===== src/rtl/count_pwm_compare.sv =====
// count_pwm_compare
// Consumes the free-running counter value, detects each wrap (any decrease of
// count_in), and produces a period-aligned PWM output whose duty comes from a
// double-buffered compare register. Also emits one wrap pulse per period while
// running and a sticky interrupt that only irq_clr or rst clears.
//
// Handshake: cmp_wr is a single-cycle strobe with no backpressure. Every cycle
// in which cmp_wr=1 loads cmp_data into the pending register. The pending value
// moves to the active register on the next wrap edge.

module count_pwm_compare #(
    parameter int unsigned WIDTH     = 6,
    parameter int unsigned CMP_RESET = 32
) (
    input  logic             clk,
    input  logic             rst,
    input  logic [WIDTH-1:0] count_in,
    input  logic             enable,
    input  logic             cmp_wr,
    input  logic [WIDTH-1:0] cmp_data,
    input  logic             irq_clr,
    output logic             pwm_out,
    output logic             wrap_pulse,
    output logic             irq,
    output logic [WIDTH-1:0] cmp_active,
    output logic             cmp_pending_vld,
    output logic [1:0]       state_dbg
);

    localparam logic [WIDTH-1:0] CMP_RST = WIDTH'(CMP_RESET);

    typedef enum logic [1:0] {
        IDLE = 2'd0,
        ARM  = 2'd1,
        RUN  = 2'd2
    } state_e;

    state_e           state_q, state_d;
    logic [WIDTH-1:0] count_prev_q, count_prev_d;
    logic [WIDTH-1:0] pending_q, pending_d;
    logic             pend_vld_q, pend_vld_d;
    logic [WIDTH-1:0] cmp_active_q, cmp_active_d;
    logic             pwm_q, pwm_d;
    logic             wrap_pulse_q, wrap_pulse_d;
    logic             irq_q, irq_d;
    logic             wrap;

    // A wrap is any decrease of the sampled count; increases and jumps upward never count.
    always_comb begin
        wrap = (count_in < count_prev_q);
    end

    // State register.
    always_ff @(posedge clk or posedge rst) begin
        if (rst) begin
            state_q <= IDLE;
        end else begin
            state_q <= state_d;
        end
    end

    // Next-state logic: enable low wins; ARM waits for a wrap so RUN starts on a full period.
    always_comb begin
        state_d = state_q;
        if (!enable) begin
            state_d = IDLE;
        end else begin
            case (state_q)
                IDLE:    state_d = ARM;
                ARM:     state_d = wrap ? RUN : ARM;
                RUN:     state_d = RUN;
                default: state_d = IDLE;
            endcase
        end
    end

    // Output/datapath logic: shadow register transfer, PWM compare, wrap pulse, sticky irq.
    always_comb begin
        count_prev_d = count_in;

        // New write always lands in pending; a wrap transfers the old pending value first.
        pending_d    = pending_q;
        pend_vld_d   = pend_vld_q;
        cmp_active_d = cmp_active_q;
        if (wrap && pend_vld_q) begin
            cmp_active_d = pending_q;
            pend_vld_d   = 1'b0;
        end
        if (cmp_wr) begin
            pending_d  = cmp_data;
            pend_vld_d = 1'b1;
        end

        // Compare against the value active after this edge so duty changes align to the wrap.
        pwm_d        = (state_d == RUN) && (count_in < cmp_active_d);
        wrap_pulse_d = wrap && (state_d == RUN);

        // Set beats clear when both happen on the same edge.
        irq_d = irq_q;
        if (irq_clr) begin
            irq_d = 1'b0;
        end
        if (wrap_pulse_d) begin
            irq_d = 1'b1;
        end
    end

    // Datapath registers.
    always_ff @(posedge clk or posedge rst) begin
        if (rst) begin
            count_prev_q <= '0;
            pending_q    <= CMP_RST;
            pend_vld_q   <= 1'b0;
            cmp_active_q <= CMP_RST;
            pwm_q        <= 1'b0;
            wrap_pulse_q <= 1'b0;
            irq_q        <= 1'b0;
        end else begin
            count_prev_q <= count_prev_d;
            pending_q    <= pending_d;
            pend_vld_q   <= pend_vld_d;
            cmp_active_q <= cmp_active_d;
            pwm_q        <= pwm_d;
            wrap_pulse_q <= wrap_pulse_d;
            irq_q        <= irq_d;
        end
    end

    assign pwm_out         = pwm_q;
    assign wrap_pulse      = wrap_pulse_q;
    assign irq             = irq_q;
    assign cmp_active      = cmp_active_q;
    assign cmp_pending_vld = pend_vld_q;
    assign state_dbg       = state_q;

    // Structural invariants between the registered outputs and the state.
    a_pulse_in_run : assert property (@(posedge clk) disable iff (rst)
        wrap_pulse_q |-> (state_q == RUN));
    a_pwm_in_run : assert property (@(posedge clk) disable iff (rst)
        pwm_q |-> (state_q == RUN));
    a_pulse_sets_irq : assert property (@(posedge clk) disable iff (rst)
        wrap_pulse_q |-> irq_q);

endmodule


===== config.mk =====
export PLATFORM = sky130hd
export DESIGN_NAME = count_pwm_compare
export DESIGN_NICKNAME = d
export VERILOG_FILES = /design/src/rtl/count_pwm_compare.sv
export SDC_FILE = /design/constraint.sdc
export NUM_CORES = 1
export LEC_CHECK = 0
export CAP_MARGIN = 20
export CORE_MARGIN = 10
export CORE_UTILIZATION = 35
export DETAILED_ROUTE_END_ITERATION = 10
export GPL_TIMING_DRIVEN = 0
export SYNTH_ARGS = -nofsm -noshare
export SYNTH_HDL_FRONTEND = slang
export SYNTH_SLANG_ARGS = --single-unit
export TNS_END_PERCENT = 5

===== constraint.sdc =====
create_clock -name clk -period 2.8 [get_ports clk]
set_input_delay 0.56 -clock clk [delete_from_list [all_inputs] [get_ports clk]]
set_output_delay 0.56 -clock clk [all_outputs]
set_load 0.01 [all_outputs]

==> results of run 1 <==
flip-flops by register name, summed over array words and instances (netlist names):
register / count
pending_q: 6
cmp_pending_vld: 1
count_prev_q: 6
cmp_active: 6
wrap_pulse: 1
state_dbg: 2
pwm_out: 1
irq: 1
how the worst max path moves through the flow:
stage	slack, ps	endpoint	start
2_1_floorplan	160	pwm_out$_DFF_PP0_	count_in[5]
3_3_place_gp	-640	pwm_out$_DFF_PP0_	count_in[5]
3_5_place_dp	-670	pwm_out$_DFF_PP0_	count_in[5]
4_1_cts	9	pwm_out$_DFF_PP0_	count_in[1]
5_1_grt	40	pwm_out$_DFF_PP0_	count_prev_q[5]$_DFF_PP0_
6_report	280	pwm_out$_DFF_PP0_	count_prev_q[5]$_DFF_PP0_
power by group:
| part | total, mW | switching [mW] | internal, mW |
|---|---|---|---|
| sequential | 0.428 | 0.0297 | 0.398 |
| clock | 0.252 | 0.107 | 0.145 |
| combinational | 0.293 | 0.125 | 0.169 |
| total | 0.973 | 0.261 | 0.711 |
cell usage after synthesis, drive strengths merged, types with 2 or more instances:
master / number
dfrtp: 22
nand2b: 3
nand2: 2
a21o: 3
mux2: 8
o21a: 2
inv: 13
ha: 10
mux2i: 6
a21oi: 3
dfstp: 2
o211ai: 2
worst max-delay path, delay by kind of cell (launching register included):
kind,cells,cell delay (ps)
buffers and inverters,1,60
adder cells (fa/ha/maj),2,550
AO/OA/AOI/OAI,5,1110
multiplexers,1,280
AND/OR/NAND/NOR,1,120
flip-flops,1,350
cell families after synthesis:
group	share of synthesized area (%)
fa+ha+maj	11.1
buf+inv	4.65
xor+xnor	0.774
simple gates	6.86
compound gates	10.1
flops	53.3
mux	13.3
placed cells by master, fill, tap and decap left out, drive strengths merged:
master         instances
dfrtp                 22
clkdlybuf4s50         21
inv                   13
ha                    10
mux2                   8
clkbuf                 8
mux2i                  6
nand2b                 3
a21o                   3
buf                    3
a21oi                  3
nand2                  2
dfstp                  2
dlymetal6s2s           2
o21a                   2
o211ai                 2
nand4                  1
and3b                  1
and2                   1
xor2                   1
and3                   1
and4                   1
a221oi                 1
o2111a                 1
o21bai                 1
bufinv                 1
timing repair:
item / CTS / global route
resized for setup: 9 / 12
endpoints found under the setup margin: 1 / 1
endpoints found under the hold margin: 0 / 0
setup buffers: 2 / 1
pin swaps: 4 / 4
stage by stage:
| step | setup slack (ps) | power [mW] | setup TNS (ps) | instance area, sq um | instances |
|---|---|---|---|---|---|
| finish | 278 | 0.973 | 0 | 1580 | 164 |
| CTS | 9.17 | 0.976 | 0 | 1580 | 163 |
| global route | 42.4 | 1.04 | 0 | 1580 | 164 |
| detailed placement | -667 | 0.705 | -667 | 1460 | 157 |
| floorplan | 156 | 0.574 | 0 | 1130 | 86 |
| global placement | -642 | 0.699 | -642 | 1460 | 157 |
area by class of cell:
cell class / instances / share of cell area, %
clock buffers: 3 / 1.43
repair buffers: 30 / 17.6
inverters: 13 / 3.09
flip-flops and latches: 24 / 38.2
multi-input cells: 48 / 34.1
well taps: 44 / 3.48
clock inverters: 1 / 1.90
plain buffers: 1 / 0.238
per-layer routing:
| metal | vias to the layer above | track usage (%) | wire, um |
|---|---|---|---|
| met1 | 365 | 10.1 | 1060 |
| met4 | 0 | 2.79 | 17 |
| met5 | - | 0 | 0 |
| li1 | 365 | - | - |
| met2 | 13 | 13.6 | 1120 |
| met3 | 2 | 1.75 | 68 |
==> impl_metrics.tcl, run 1 <==
set metrics [dict create \
    outcome "complete, no violations" \
    fillerInstances 274 \
    die_area_sq_um 5910 \
    cts-hold-fix-buffers 0 \
    peakVddDrop_mv 0.277 \
    end_kind "flip-flop" \
    min_period_ps 2520 \
    num_io_pins 29 \
    gp_congestion 0.663 \
    cts.htree.levels 1 \
    grt_antenna_before_repair 0 \
    fp-row-count 20 \
    grt_pass1_vias 849 \
    p_per_area_nw_per_um2 616 \
    area_delta_synth_final_pct 39.7 \
    reg2reg_depth 10 \
    hp-start "count_in[0]" \
    crit_type "flip-flop to flip-flop" \
    finalSetupViolCount 0 \
    grt_pass1_wl_um 3970 \
    num-nets-final 148 \
    drc 0 \
    initial_core_util_pct 36.7 \
    clkSinkCount 24 \
    viasPerCell 4.54 \
    synth_top_area_cell "dfrtp_1" \
    fmax_mhz 396 \
    drv_cap 0 \
    diodes 0 \
    crit_path_frequent_cell "a21o_1" \
    syn_area_per_cell_sq_um 13.2 \
    cts_tree "built" \
    ys_types 25 \
    synth_edf_count 0 \
    track_usage_pct 8.15 \
    port_buffers 27 \
    ys_top_cells_by_area "dfrtp_1 49%, ha_1 11%, mux2_2 8.0%" \
    insertion_delay_ps 310 \
    hold_class "input port to flip-flop" \
    whs_path_depth 1 \
    drtIter0Drc 4 \
    core_sq_um 3080 \
    synth_top_area_share_pct 48.7 \
    regArea_sq_um 603 \
    startpoint_type "flip-flop" \
    yosys_most_used_dff "dfrtp_1" \
    wl_um 2270 \
    clockRootBuffer "clkbuf_4" \
    fin_skew_ps 4.88 \
    crit_fanout 6 \
    clkSlewWorstSetupHoldPaths_ps 140 \
    crit_arrival_ps 2790 \
    tightest_slew_ps 889 \
    r2r_slack_ps 280 \
    cts_buffer_depth 2 \
    syn_inst 86 \
    overflow 0 \
    synth-seq-cells 24 \
    syn_nets 113 \
    grt_max_degree 25 \
    slew_headroom_pct 40.7 \
    hold_viol_final 0 \
    timing.hold.ws_ps 409 \
    drt_first_pass_iters 4 \
    ant_nets 0 \
    async_flop_share_pct 100 \
    cts_buffers 3 \
    ys_warn_count 0 \
    report.final.slew_viol_count 0 \
    vias 745 \
    die-height_um 76.8 \
    rsz0062_at_grt "false" \
    final_util_pct 51.3 \
    wl_per_cell_um 13.8 \
    synth-seq-area-share_pct 53.3 \
    period_share_pct 90.1 \
    multi_input_area_sq_um 539 \
    syn_area_sq_um 1130 \
    hpwl_um 1750 \
    reg2reg_from "count_prev_q[5]$_DFF_PP0_" \
    crit_slowest_cell "dfrtp_1" \
    crit_chain "inv_1, ha_4, nand4_4, o211ai_4, mux2i_2, ha_1, a21o_1, a21o_1, a221oi_2, o2111a_1" \
    crit_required_ps 3070 \
    leakagePower_nw 0.754 \
    hold_end "count_prev_q[0]$_DFF_PP0_" \
    rr_endpoint "pwm_out$_DFF_PP0_" \
    max_stage_delay_ps 350 \
    drive_gt1_share_pct 26.7 \
    die_w_um 76.8 \
]
No activity file was read; power rests on OpenSTA's default activity.
==> run 2, diff against run 1 <==
==> constraint.sdc (replaced) <==
create_clock -name clk -period 3.1 [get_ports clk]
set_input_delay 0.62 -clock clk [delete_from_list [all_inputs] [get_ports clk]]
set_output_delay 0.62 -clock clk [all_outputs]
set_load 0.01 [all_outputs]
==> impl_metrics.tcl, run 2 (synthesized netlist as in run 1, its figures left out) <==
set metrics [dict create \
    track_usage_pct 7.94 \
    clkSinkCount 24 \
    gp_congestion 0.663 \
    area_delta_synth_final_pct 41.0 \
    die_w_um 76.8 \
    fin_ws_ps 186 \
    die_area_sq_um 5910 \
    finalSetupViolCount 0 \
    drtIter0Drc 6 \
    crit_required_ps 3360 \
    cts-hold-fix-buffers 0 \
    crit_slowest_cell "clkdlybuf4s50_1" \
    core_sq_um 3080 \
    max_stage_delay_ps 450 \
    final_util_pct 51.8 \
    fin_skew_ps 5.23 \
    hold_viol_final 0 \
    placed_area_sq_um 1460 \
    critPathLaunch "count_in[1]" \
    wl_um 2240 \
    leakagePower_nw 0.771 \
    cts.htree.levels 1 \
    cts_tree "built" \
    finalSetupTns_ps 0 \
    timing.hold.ws_ps 511 \
    drc 0 \
    vias 735 \
    period_share_pct 94.0 \
    hold_class "flip-flop to flip-flop" \
    drt_first_pass_iters 2 \
    hpwl_um 1750 \
    diodes 0 \
    tightest_slew_ps 889 \
    rsz0062_at_grt "false" \
    layout_common_cells "23 x clkdlybuf4s50_1, 22 x dfrtp_1, 13 x inv_1" \
    end_kind "flip-flop" \
    crit_chain "clkdlybuf4s50_1, ha_1, a21oi_2, o211ai_4, mux2i_2, ha_1, a21o_1, a21o_1, a221oi_1, o2111a_1" \
    mostFrequentLayoutCell "clkdlybuf4s50_1" \
    crit_fanout 6 \
    reg2reg_from "count_prev_q[5]$_DFF_PP0_" \
    slew_headroom_pct 40.7 \
    clkSlewWorstSetupHoldPaths_ps 140 \
    place_worst_setup_slack_ps -427 \
    min_period_ps 2910 \
    crit_arrival_ps 3180 \
    port_buffers 27 \
    crit_buf_inv 1 \
    report.final.slew_viol_count 0 \
    viasPerCell 4.48 \
    cts_buffer_depth 2 \
    overflow 0 \
    fin_area_sq_um 1600 \
    peakVddDrop_mv 0.246 \
    crit_family "compound AO/OA/AOI/OAI gates" \
    initial_core_util_pct 36.7 \
    ant_nets 0 \
    startpoint_type "input port" \
    die-height_um 76.8 \
    drv_cap 0 \
    outcome "complete, no violations" \
    cts_buffers 3 \
    drive_gt1_share_pct 21.7 \
    p_per_area_nw_per_um2 546 \
    fp-row-count 20 \
    grt_max_degree 25 \
    insertion_delay_ps 310 \
    grt_pass1_wl_um 3840 \
    clockRootBuffer "clkbuf_4" \
    grt_antenna_before_repair 0 \
    fmax_mhz 343 \
    grt_pass1_vias 836 \
    wl_per_cell_um 13.7 \
    num_io_pins 29 \
    crit_type "input port to flip-flop" \
    num-nets-final 148 \
    hp-start "irq$_DFFE_PP0P_" \
]
-- run 2: cell types whose count changed in the layout (fill, tap and decap cells not counted), sizes merged --
cell | before | now
clkbuf | 8 | 4
clkdlybuf4s50 | 21 | 23
dlymetal6s2s | 2 | 4
-- run 2: layout make-up --
type,count,area [sq um]
tap,44,55.1
clock buffer,3,22.5
inverter,13,48.8
buffer,1,3.75
multi-input combinational,48,529
sequential,24,603
fill,273,1480
timing repair buffer,30,303
clock inverter,1,30.0
-- run 2: path summary, 6_finish.rpt --
kind,to,cells past startpoint,slack [ps]
setup / recovery,pwm_out$_DFF_PP0_,10,190
hold / removal,irq$_DFFE_PP0P_,1,510
setup reg to reg,pwm_out$_DFF_PP0_,10,530
hold reg to reg,irq$_DFFE_PP0P_,1,510
max in group asynchronous,cmp_active[3]$_DFF_PP0_,2,1780
min in group asynchronous,pending_q[1]$_DFFE_PP0P_,2,780
-- run 2: timing repair --
action	4_1_cts	5_1_grt
hold endpoints to repair	0	0
pin swaps	1	2
buffers inserted	2	1
setup endpoints to repair	1	1
gates resized for setup	1	8
-- run 2: layer usage --
layer	routed length (um)	GRT usage, %
met1	1040	9.82
met2	1110	13.1
met4	17	2.79
met5	0	0
met3	78	1.86
-- run 2: report_power, final --
part | internal [mW] | switching (mW) | leakage [nW]
sequential | 0.360 | 0.0260 | 0.285
clock | 0.131 | 0.0948 | 0.0279
combinational | 0.150 | 0.110 | 0.458
total | 0.640 | 0.231 | 0.771
-- run 2: metrics by stage --
| step | total power, mW | cells |
|---|---|---|
| after global placement | 0.631 | 157 |
| after global routing | 0.931 | 164 |
| final | 0.871 | 164 |
| after floorplan | 0.518 | 86 |
| after CTS | 0.872 | 163 |
| after detailed placement | 0.637 | 157 |
==> variant (config.mk and constraints of run 1) <==
Set the parameter `WIDTH` to 3 (it was 6).
--- a/src/rtl/count_pwm_compare.sv
+++ b/src/rtl/count_pwm_compare.sv
@@ -10,5 +10,5 @@
 
 module count_pwm_compare #(
-    parameter int unsigned WIDTH     = 6,
+    parameter int unsigned WIDTH     = 3,
     parameter int unsigned CMP_RESET = 32
 ) (
Ports: changed (resized cmp_active, cmp_data and count_in); port bits go from 29 to 20. No check against the original RTL was run, so the function may have changed too.
==> variant against run 1 <==
Synthesized cell count is 38% lower. Area after synthesis is 38% lower. Non-clock buffer count is 12 lower. Final area is 40% lower. Setup slack worse by 0.045 ns. Fmax is 1.7% lower. Wire length is 43% lower. Count of clock-buffer cells in the layout stayed put. Total power is 43% lower. Sequential cell count is 9 lower. Critical path type is now input port to register.
==> variant: results (changes against run 1) <==
status complete, no violations (unchanged); Via Count 463 (was 745); I/O Buffers 19 (was 27); worst skew pair latency 0.28 ns (was 0.31 ns); max-slew headroom at the worst pin 62.57% (was 40.68%); post-synthesis sequential area ratio 53.38% (was 53.32%); Pre-antenna DRT Iters 2 (was 4); Worst Path Arrival 2.78 ns (was 2.79 ns); root buf cell clkbuf_4 (unchanged); number of setup buffers added after CTS 0 (was 2); hpwl dp 1022 um (was 1750 um); first-pass GRT wire length 2304 um (was 3967 um); # DRC 0 (unchanged); post-synthesis xor/xnor area fraction 1.246% (was 0.7743%); Pleak 0.4485 nW (was 0.7536 nW); Max VDD drop 290.0 uV (was 277.2 uV); clk slew on worst S/H paths 0.09 ns (was 0.14 ns); Max stage delay on crit path 0.46 ns (was 0.35 ns); post-CTS sizing 0 (was 9); Fin Clk Skew 0.005277 ns (was 0.004875 ns); cts bufs inserted 3 (unchanged); DP Worst Slack -0.1070 ns (was -0.6672 ns); initial antenna violation count 0 (unchanged); Post-Synthesis Net Count 68 (was 113); placed cell area 927.1 sq um (was 1456 sq um); vias in the first global route 511 (was 849); mux cell area share after synthesis 13.88% (was 13.27%); Post-synth top cells 15 x dfrtp_1, 6 x inv_1, 6 x mux2_2 (was 22 x dfrtp_1, 13 x inv_1, 10 x ha_1); routed wire length 1286 um (was 2266 um); Post-Synth Adder-Cell Area 7.117% (was 11.06%); total track usage 7.015% (was 8.153%); Yosys cell types 22 (was 25); Yosys Warn Count 0 (unchanged); Hold WC Path Type register to register (was input port to register); 1st-iter DRT viols 5 (was 4); Synth Area in Compound Gates 11.03% (was 10.07%); layout cells sized above 1 22.37% (was 26.67%); largest net degree at the start of global routing 16 (was 25); top post-synthesis cells by area dfrtp_1 53%, mux2_2 9.6%, ha_1 7.1% (was dfrtp_1 49%, ha_1 11%, mux2_2 8.0%); GPL Wtd Cong 0.6869 (was 0.6630); Crit Path Max Fanout 5 (was 6); filler cell count 192 (was 274); Worst path slowest cell clkdlybuf4s50_1 (was dfrtp_1); nets 92 (was 148); P_int 398.2 uW (was 711.5 uW); asr flop ratio synth 100.0% (unchanged); maximum level of the CTS H-tree 1 (unchanged)
-- variant: cell types whose count changed in the layout (fill, tap and decap cells not counted), moves of 3 or more --
| cell | run 1 | this run |
|---|---|---|
| dfrtp_1 | 22 | 15 |
| inv_1 | 13 | 6 |
| clkbuf_2 | 4 | 0 |
| ha_4 | 4 | 0 |
| buf_4 | 3 | 0 |
| nand2b_1 | 3 | 0 |
-- variant: path summary, 6_finish.rpt --
path	from	endpoint	cells past startpoint	slack, ns
min in group asynchronous	rst	irq$_DFFE_PP0P_	2	0.62
max in group asynchronous	rst	count_prev_q[1]$_DFF_PP0_	2	1.80
setup / recovery	count_in[2]	pwm_out$_DFF_PP0_	10	0.23
hold reg to reg	irq$_DFFE_PP0P_	irq$_DFFE_PP0P_	1	0.48
setup reg to reg	count_prev_q[2]$_DFF_PP0_	pwm_out$_DFF_PP0_	10	0.66
hold / removal	irq$_DFFE_PP0P_	irq$_DFFE_PP0P_	1	0.48
-- variant: final cells by class --
class / instances / area (sq um) / share of cell area (%)
clock buffers: 3 / 22.52 / 2.359
clock inverters: 1 / 5.005 / 0.5242
inverters: 6 / 22.52 / 2.359
multi-input cells: 32 / 305.3 / 31.98
flip-flops and latches: 15 / 375.4 / 39.32
well taps: 27 / 33.78 / 3.539
repair buffers: 19 / 190.2 / 19.92
-- variant: stage by stage --
stage               TNS (ns)  cells  hold slack, ns  power [mW]
floorplan                  0     53          0.4615      0.3595
global placement    -0.09588     99          0.4672      0.4392
detailed placement   -0.1070     99          0.4691      0.4396
CTS                        0    103          0.4912      0.5654
global route               0    103          0.5258      0.5943
finish                     0    103          0.4849      0.5527
-- variant: logic make-up after synthesis --
family,count (synthesis)
buffers and inverters,6
muxes,9
xor gates and xnor gates,1
adders and majority gates,4
and+or+nand+nor,9
AOI/OAI and AO/OA,9
DFF,15
-- variant: critical path: cells and delay by family --
family	cells	cell delay, ns
compound gates	4	0.75
fa+ha+maj	2	0.59
buf+inv	1	0.46
simple gates	2	0.24
mux	1	0.18
-- variant: power groups by stage --
| stage | Combinational, mW | Sequential [mW] | Clock (mW) |
|---|---|---|---|
| 5_1_grt | 0.184 | 0.272 | 0.138 |
| 6_report | 0.165 | 0.266 | 0.122 |
| 3_3_place_gp | 0.169 | 0.270 | 0 |
| 2_1_floorplan | 0.0811 | 0.278 | 0 |
| 3_5_place_dp | 0.169 | 0.271 | 0 |
| 4_1_cts | 0.170 | 0.267 | 0.129 |
-- variant: metal layers --
layer	GRT usage, %	part of all wire, %	up-vias
met1	7.876	46	214
met4	4.813	2.3	0
li1	-	-	233
met3	2.921	6.3	4
met5	0	0	-
met2	10.59	46	12
